$ cat src/rtl/mig_pkg.sv
// Shared types and sizing helpers for the MIG truth-table sweeper.
// Node numbering: const0, then primary inputs, then gate outputs.
package mig_pkg;

  localparam int NW_MAX = 8;
  localparam int NODE_CONST0 = 0;
  localparam int NODE_X0 = 1;

  function automatic int node_g0(int n_inputs);
    return n_inputs + 1;
  endfunction

  function automatic int nw(int n_inputs, int n_gates);
    return $clog2(1 + n_inputs + n_gates);
  endfunction

  function automatic int gw(int n_gates);
    return (n_gates > 1) ? $clog2(n_gates) : 1;
  endfunction

  typedef struct packed {
    logic [NW_MAX-1:0] sel_a;
    logic [NW_MAX-1:0] sel_b;
    logic [NW_MAX-1:0] sel_c;
    logic [2:0]        inv;
  } gate_cfg_t;

  typedef enum logic [1:0] {
    ST_IDLE,
    ST_EVAL,
    ST_OUT
  } state_t;

endpackage

$ cat src/rtl/mig_gate_eval.sv
// One majority gate: operand muxes over the nodes below it, complements, MAJ3.
// Only nodes visible on the port are selectable; anything else reads const0.
module mig_gate_eval
  import mig_pkg::*;
#(
  parameter int N_IN = 8
) (
  input  logic [N_IN-1:0] nodes,
  input  gate_cfg_t       cfg,
  output logic            y
);

  logic a;
  logic b;
  logic c;

  function automatic logic pick(
    input logic [N_IN-1:0]   v,
    input logic [NW_MAX-1:0] sel
  );
    logic r;
    r = 1'b0;
    for (int n = 0; n < N_IN; n++)
      if (sel == NW_MAX'(n)) r = v[n];
    return r;
  endfunction

  always_comb begin
    a = pick(nodes, cfg.sel_a) ^ cfg.inv[0];
    b = pick(nodes, cfg.sel_b) ^ cfg.inv[1];
    c = pick(nodes, cfg.sel_c) ^ cfg.inv[2];
    y = (a & b) | (a & c) | (b & c);
  end

endmodule

$ cat src/rtl/mig_tt_sweeper.sv
// Programmable MIG evaluator: sweeps every minterm once per cycle and
// streams the resulting truth table in WORD_W-bit words over valid/ready.
module mig_tt_sweeper
  import mig_pkg::*;
#(
  parameter  int N_INPUTS = 7,
  parameter  int N_GATES  = 8,
  parameter  int WORD_W   = 32,
  localparam int NW       = nw(N_INPUTS, N_GATES),
  localparam int GW       = gw(N_GATES)
) (
  input  logic              clk,
  input  logic              rst,
  input  logic              cfg_we,
  input  logic [GW-1:0]     cfg_gate,
  input  logic [3*NW-1:0]   cfg_sel,
  input  logic [2:0]        cfg_inv,
  input  logic              out_we,
  input  logic [NW-1:0]     out_sel,
  input  logic              out_inv,
  input  logic              start,
  output logic              busy,
  output logic [WORD_W-1:0] tt_data,
  output logic              tt_valid,
  output logic              tt_last,
  input  logic              tt_ready,
  output logic              done
);

  localparam int NG0 = node_g0(N_INPUTS);
  localparam int NN  = NG0 + N_GATES;
  localparam int LW  = $clog2(WORD_W);
  localparam logic [N_INPUTS:0] MT_LAST =
    (N_INPUTS + 1)'((1 << N_INPUTS) - 1);

  state_t            state;
  state_t            state_nx;
  gate_cfg_t         cfg_q [N_GATES];
  logic [NW-1:0]     out_sel_q;
  logic              out_inv_q;
  logic [N_INPUTS:0] mt;
  logic [WORD_W-2:0] sh;
  logic              last_q;
  logic              done_q;
  logic [NG0-1:0]    base;
  logic [NN-1:0]     all_nodes;
  logic              f;
  logic              idle;
  logic              word_end;
  logic              sweep_end;
  logic              accept;

  assign idle      = (state == ST_IDLE);
  assign accept    = (state == ST_OUT) && tt_ready;
  assign word_end  = &mt[LW-1:0];
  assign sweep_end = (mt == MT_LAST);

  always_comb begin
    base = '0;
    base[NODE_CONST0] = 1'b0;
    base[NODE_X0 +: N_INPUTS] = mt[N_INPUTS-1:0];
  end

  // Each stage sees only the nodes below it, so the chain is acyclic.
  for (genvar g = 0; g < N_GATES; g++) begin : g_gate
    localparam int LIM = NG0 + g;
    logic [LIM-1:0] ins;
    logic [LIM:0]   nodes;
    logic           y;
    if (g == 0) begin : g_first
      assign ins = base;
    end else begin : g_next
      assign ins = g_gate[g-1].nodes;
    end
    mig_gate_eval #(
      .N_IN (LIM)
    ) u_gate (
      .nodes (ins),
      .cfg   (cfg_q[g]),
      .y     (y)
    );
    assign nodes = {y, ins};
  end

  assign all_nodes = g_gate[N_GATES-1].nodes;

  always_comb begin
    f = 1'b0;
    for (int n = 0; n < NN; n++)
      if (out_sel_q == NW'(n)) f = all_nodes[n];
    f = f ^ out_inv_q;
  end

  always_comb begin
    state_nx = state;
    unique case (state)
      ST_IDLE: if (start)    state_nx = ST_EVAL;
      ST_EVAL: if (word_end) state_nx = ST_OUT;
      ST_OUT:  if (tt_ready) state_nx = last_q ? ST_IDLE : ST_EVAL;
      default:               state_nx = ST_IDLE;
    endcase
  end

  always_ff @(posedge clk) begin
    if (rst) begin
      state     <= ST_IDLE;
      mt        <= '0;
      sh        <= '0;
      tt_data   <= '0;
      last_q    <= 1'b0;
      done_q    <= 1'b0;
      out_sel_q <= '0;
      out_inv_q <= 1'b0;
      for (int g = 0; g < N_GATES; g++)
        cfg_q[g] <= '0;
    end else begin
      state  <= state_nx;
      done_q <= accept && last_q;
      if (idle) begin
        for (int g = 0; g < N_GATES; g++)
          if (cfg_we && cfg_gate == GW'(g))
            cfg_q[g] <= '{
              sel_a: NW_MAX'(cfg_sel[0 +: NW]),
              sel_b: NW_MAX'(cfg_sel[NW +: NW]),
              sel_c: NW_MAX'(cfg_sel[2*NW +: NW]),
              inv:   cfg_inv
            };
        if (out_we) begin
          out_sel_q <= out_sel;
          out_inv_q <= out_inv;
        end
        if (start) mt <= '0;
      end
      if (state == ST_EVAL) begin
        mt <= mt + 1'b1;
        sh <= {f, sh[WORD_W-2:1]};
        if (word_end) begin
          tt_data <= {f, sh};
          last_q  <= sweep_end;
        end
      end
    end
  end

  assign busy     = !idle;
  assign tt_valid = (state == ST_OUT);
  assign tt_last  = tt_valid && last_q;
  assign done     = done_q;

endmodule

$ cat config.mk
export PLATFORM = sky130hd
export DESIGN_NAME = mig_tt_sweeper
export DESIGN_NICKNAME = d
export VERILOG_FILES = /design/src/rtl/mig_pkg.sv /design/src/rtl/mig_gate_eval.sv /design/src/rtl/mig_tt_sweeper.sv
export SDC_FILE = /design/constraint.sdc
export NUM_CORES = 1
export LEC_CHECK = 0
export ABC_AREA = 1
export CORE_MARGIN = 2
export CORE_UTILIZATION = 45
export DETAILED_ROUTE_END_ITERATION = 10
export PLACE_DENSITY_LB_ADDON = 0.1
export REMOVE_ABC_BUFFERS = 1
export SLEW_MARGIN = 20
export SYNTH_ARGS = -nofsm -noshare
export SYNTH_HDL_FRONTEND = slang
export SYNTH_SLANG_ARGS = --single-unit
$ cat constraint.sdc
create_clock -name clk -period 4.6 [get_ports clk]
set_input_delay 0.92 -clock clk [delete_from_list [all_inputs] [get_ports clk]]
set_output_delay 0.92 -clock clk [all_outputs]
set_load 0.01 [all_outputs]
==> results.sh, run 1 <==
export IMPL_status="complete, but fails checks"
export IMPL_violations="setup timing"
export IMPL_synth_edf_count=120
export IMPL_p_sw_mw=1.51
export IMPL_setup_viol=2
export IMPL_drive_gt1_share_pct=15.6
export IMPL_relSlewSlack_pct=40.7
export IMPL_worstSetupStartpointType="flop"
export IMPL_detail_route_vias_per_cell=5.55
export IMPL_finalPower_mw=4.59
export IMPL_critPathCaptureType="flop"
export IMPL_pwr_share_comb_pct=18.6
export IMPL_place_hpwl_um=24300
export IMPL_grt_max_degree=62
export IMPL_cts_htree_levels=4
export IMPL_fill_cells=2389
export IMPL_skew_ns=0.0167
export IMPL_internal_power_mw=3.08
export IMPL_grt_pass1_wl_um=53100
export IMPL_maxSlewViolCount=0
export IMPL_peakVddDrop_mv=0.241
export IMPL_syn2layout_area_growth_pct=21.6
export IMPL_rsz0062_at_grt="yes"
export IMPL_cts_buffers=17
export IMPL_synth_area_leader_cell="edfxtp_1"
export IMPL_seq_power_share_pct=45.0
export IMPL_routed_wl_um=34500
export IMPL_dpl_instance_area_sq_um=12700
export IMPL_p_sw_share_pct=32.9
export IMPL_min_period_over_period_pct=108
export IMPL_track_usage_pct=26.0
export IMPL_grt_overflow=0
export IMPL_initial_core_util_pct=45.4
export IMPL_synth_most_common_cell="nand2_1"
export IMPL_cts_hold_buf=0
export IMPL_power_density_nw_per_um2=334
export IMPL_tightest_slew_ns=0.881
export IMPL_hold_class="reg -> reg"
export IMPL_required_ns=4.95
export IMPL_port_buffers=64
export IMPL_synthArstFlopShare_pct=0
export IMPL_cts_sinks=200
export IMPL_synth_ff_type="edfxtp_1"
export IMPL_final_nets=1626
export IMPL_synth_common_cells="nand2_1 (231), nor2_1 (220), inv_1 (203)"
export IMPL_die_area_sq_um=26400
export IMPL_root_buffer="clkbuf_16"
export IMPL_dr_pass1_iters=5
export IMPL_gp_congestion=0.880
export IMPL_clkSlewWorstSetupHoldPaths_ns=0.09
export IMPL_synth_cells=1490
export IMPL_ant_nets=0
export IMPL_first_iter_violations=1020
export IMPL_register_area_sq_um=5210
export IMPL_wire_per_inst_um=17.8
export IMPL_multi_input_comb_area_sq_um=5440
export IMPL_critPathKind="reg -> reg"
export IMPL_synth_avg_cell_area_sq_um=7.59
export IMPL_synth_cell_types=52
export IMPL_io_pins=65
export IMPL_drc=0
export IMPL_diodes=0
export IMPL_ys_warn_count=0
export IMPL_clkPwrFrac_pct=36.4
export IMPL_crit_path_top_delay_cell="edfxtp_1"
export IMPL_netlist_area_sq_um=11300
export IMPL_antenna_found_initial=0
export IMPL_cpMostUsedCell="nand2_2"
export IMPL_hold_viol_final=0
export IMPL_cp_slowest_stage_delay_ns=0.48
export IMPL_clk_path_buf_depth=2
export IMPL_finalCriticalPeriod_ns=4.95
export IMPL_yosysSeqAreaShare_pct=46.0
export IMPL_first_global_vias=9892
export IMPL_maxCapViolCount=0
export IMPL_die_h_um=163
export IMPL_setup_slack_ns=-0.348
export IMPL_arrival_ns=5.30
export IMPL_core_area_sq_um=24900
export IMPL_stdcell_area_sq_um=13700
export IMPL_fmax_ghz=0.202
export IMPL_yosysTopAreaCellShare_pct=31.9
export IMPL_power_leakage_nw=5.41
export IMPL_cts_tree="built"
export IMPL_path_max_fanout=5
export IMPL_dr_total_vias=10800
export IMPL_synth_area_leaders="edfxtp_1 (32%), dfxtp_1 (14%), nand2_1 (7.7%), nor2_1 (7.3%), inv_1 (6.7%)"
export IMPL_fp_dieW_um=163
export IMPL_rows=58
export IMPL_ys_seq_elements=200
export IMPL_clk_latency_ns=0.44
layout make-up:
type | instances | share of cell area (%)
repair buffers | 138 | 8.76
inverters | 216 | 5.93
multi-input cells | 1022 | 39.6
clock buffers | 17 | 3.09
flip-flops and latches | 200 | 37.9
clock inverters | 15 | 1.73
well taps | 330 | 3.00
critical path: cells and delay by family (launching register included):
family	cells	cell delay [ns]
flops	1	0.48
xor+xnor	1	0.14
compound gates	1	0.33
buf+inv	4	0.37
simple gates	41	3.53
through the flow:
| step | util, % | setup WS (ns) | setup TNS [ns] | hold WS, ns | cells |
|---|---|---|---|---|---|
| 2_1_floorplan | - | -0.290 | -4.06 | 0.431 | 1438 |
| 3_3_place_gp | 50.8 | -0.195 | -0.388 | 0.441 | 1898 |
| 3_5_place_dp | 50.8 | -0.336 | -0.667 | 0.452 | 1898 |
| 4_1_cts | 54.1 | -0.263 | -0.518 | 0.464 | 1933 |
| 5_1_grt | 55.2 | -0.810 | -1.61 | 0.485 | 1938 |
| 6_report | 55.2 | -0.348 | -0.692 | 0.466 | 1938 |
state kept, by name, indices dropped and copies added (netlist names):
name       cells
cfg_q        120
out_sel_q      4
tt_data       32
sh            31
done           1
mt             8
state          2
last_q         1
out_inv_q      1
cells by family (layout without fill, tap and decap cells):
logic type / after synthesis / count (layout) / share of synthesized area [%]
AOI/OAI and AO/OA: 293 / 293 / 15.1
xor gates and xnor gates: 1 / 1 / 0.0775
adders and majority gates: 2 / 2 / 0.221
buffers and inverters: 268 / 386 / 9.10
DFF: 200 / 200 / 46.0
and+or+nand+nor: 726 / 726 / 29.4
repair_timing:
item | in CTS | in global routing
buffers inserted | 3 | 5
endpoints found under the setup margin | 2 | 2
resized for setup | 36 | 56
pin swaps | 14 | 44
cloned | 0 | 0
path summary, 6_finish.rpt:
| path | to | slack [ns] | cells after the start | from |
|---|---|---|---|---|
| max | tt_data[31] | -0.35 | 47 | cfg_q[0][8] |
| min | tt_data[0] | 0.47 | 2 | sh[0] |
| max reg2reg | tt_data[31] | -0.35 | 47 | cfg_q[0][8] |
| min reg2reg | tt_data[0] | 0.47 | 2 | sh[0] |
routing by layer:
metal	wire (um)	vias up	global-route usage, %
met2	15600	393	41.5
li1	-	5270	-
met4	954	0	8.09
met5	0	-	0
met1	15300	5032	36.3
met3	2600	63	4.43
power by group through the flow:
stage / Sequential [mW] / Clock (mW) / Combinational (mW)
finish: 2.06 / 1.67 / 0.854
global route: 2.08 / 1.75 / 0.938
global placement: 2.10 / 0 / 0.758
floorplan: 2.08 / 0 / 0.465
detailed placement: 2.10 / 0 / 0.765
CTS: 2.06 / 1.68 / 0.799
layout by cell type, fill, tap and decap left out, drive strengths merged:
cell           instances
nand2                268
inv                  226
nor2                 221
nand3                152
edfxtp               120
a21oi                116
o21ai                 98
dfxtp                 80
buf                   75
clkdlybuf4s50         63
nor3                  43
a211oi                23
nor4                  21
nand4                 17
clkbuf                17
o311ai                14
a31oi                  9
clkinv                 5
o211ai                 4
o31ai                  4
a311oi                 4
o41ai                  4
o32ai                  3
o22ai                  2
a22oi                  2
a31o                   2
ha                     2
a41oi                  2
or2                    1
o2111ai                1
nand3b                 1
o221ai                 1
a32oi                  1
o221a                  1
a221oi                 1
a2111oi                1
or4                    1
nor3b                  1
xor2                   1
Power figures use the tool's default switching activity.
==> run 2, diff against run 1 <==
--- a/config.mk
+++ b/config.mk
@@ -6,6 +6,7 @@
 export NUM_CORES = 1
 export LEC_CHECK = 0
 export ABC_AREA = 1
+export CAP_MARGIN = 20
 export CORE_MARGIN = 2
 export CORE_UTILIZATION = 45
 export DETAILED_ROUTE_END_ITERATION = 10
==> results of run 2 <==
No change in the layout: final DEF, timing and power equal those of run 1.
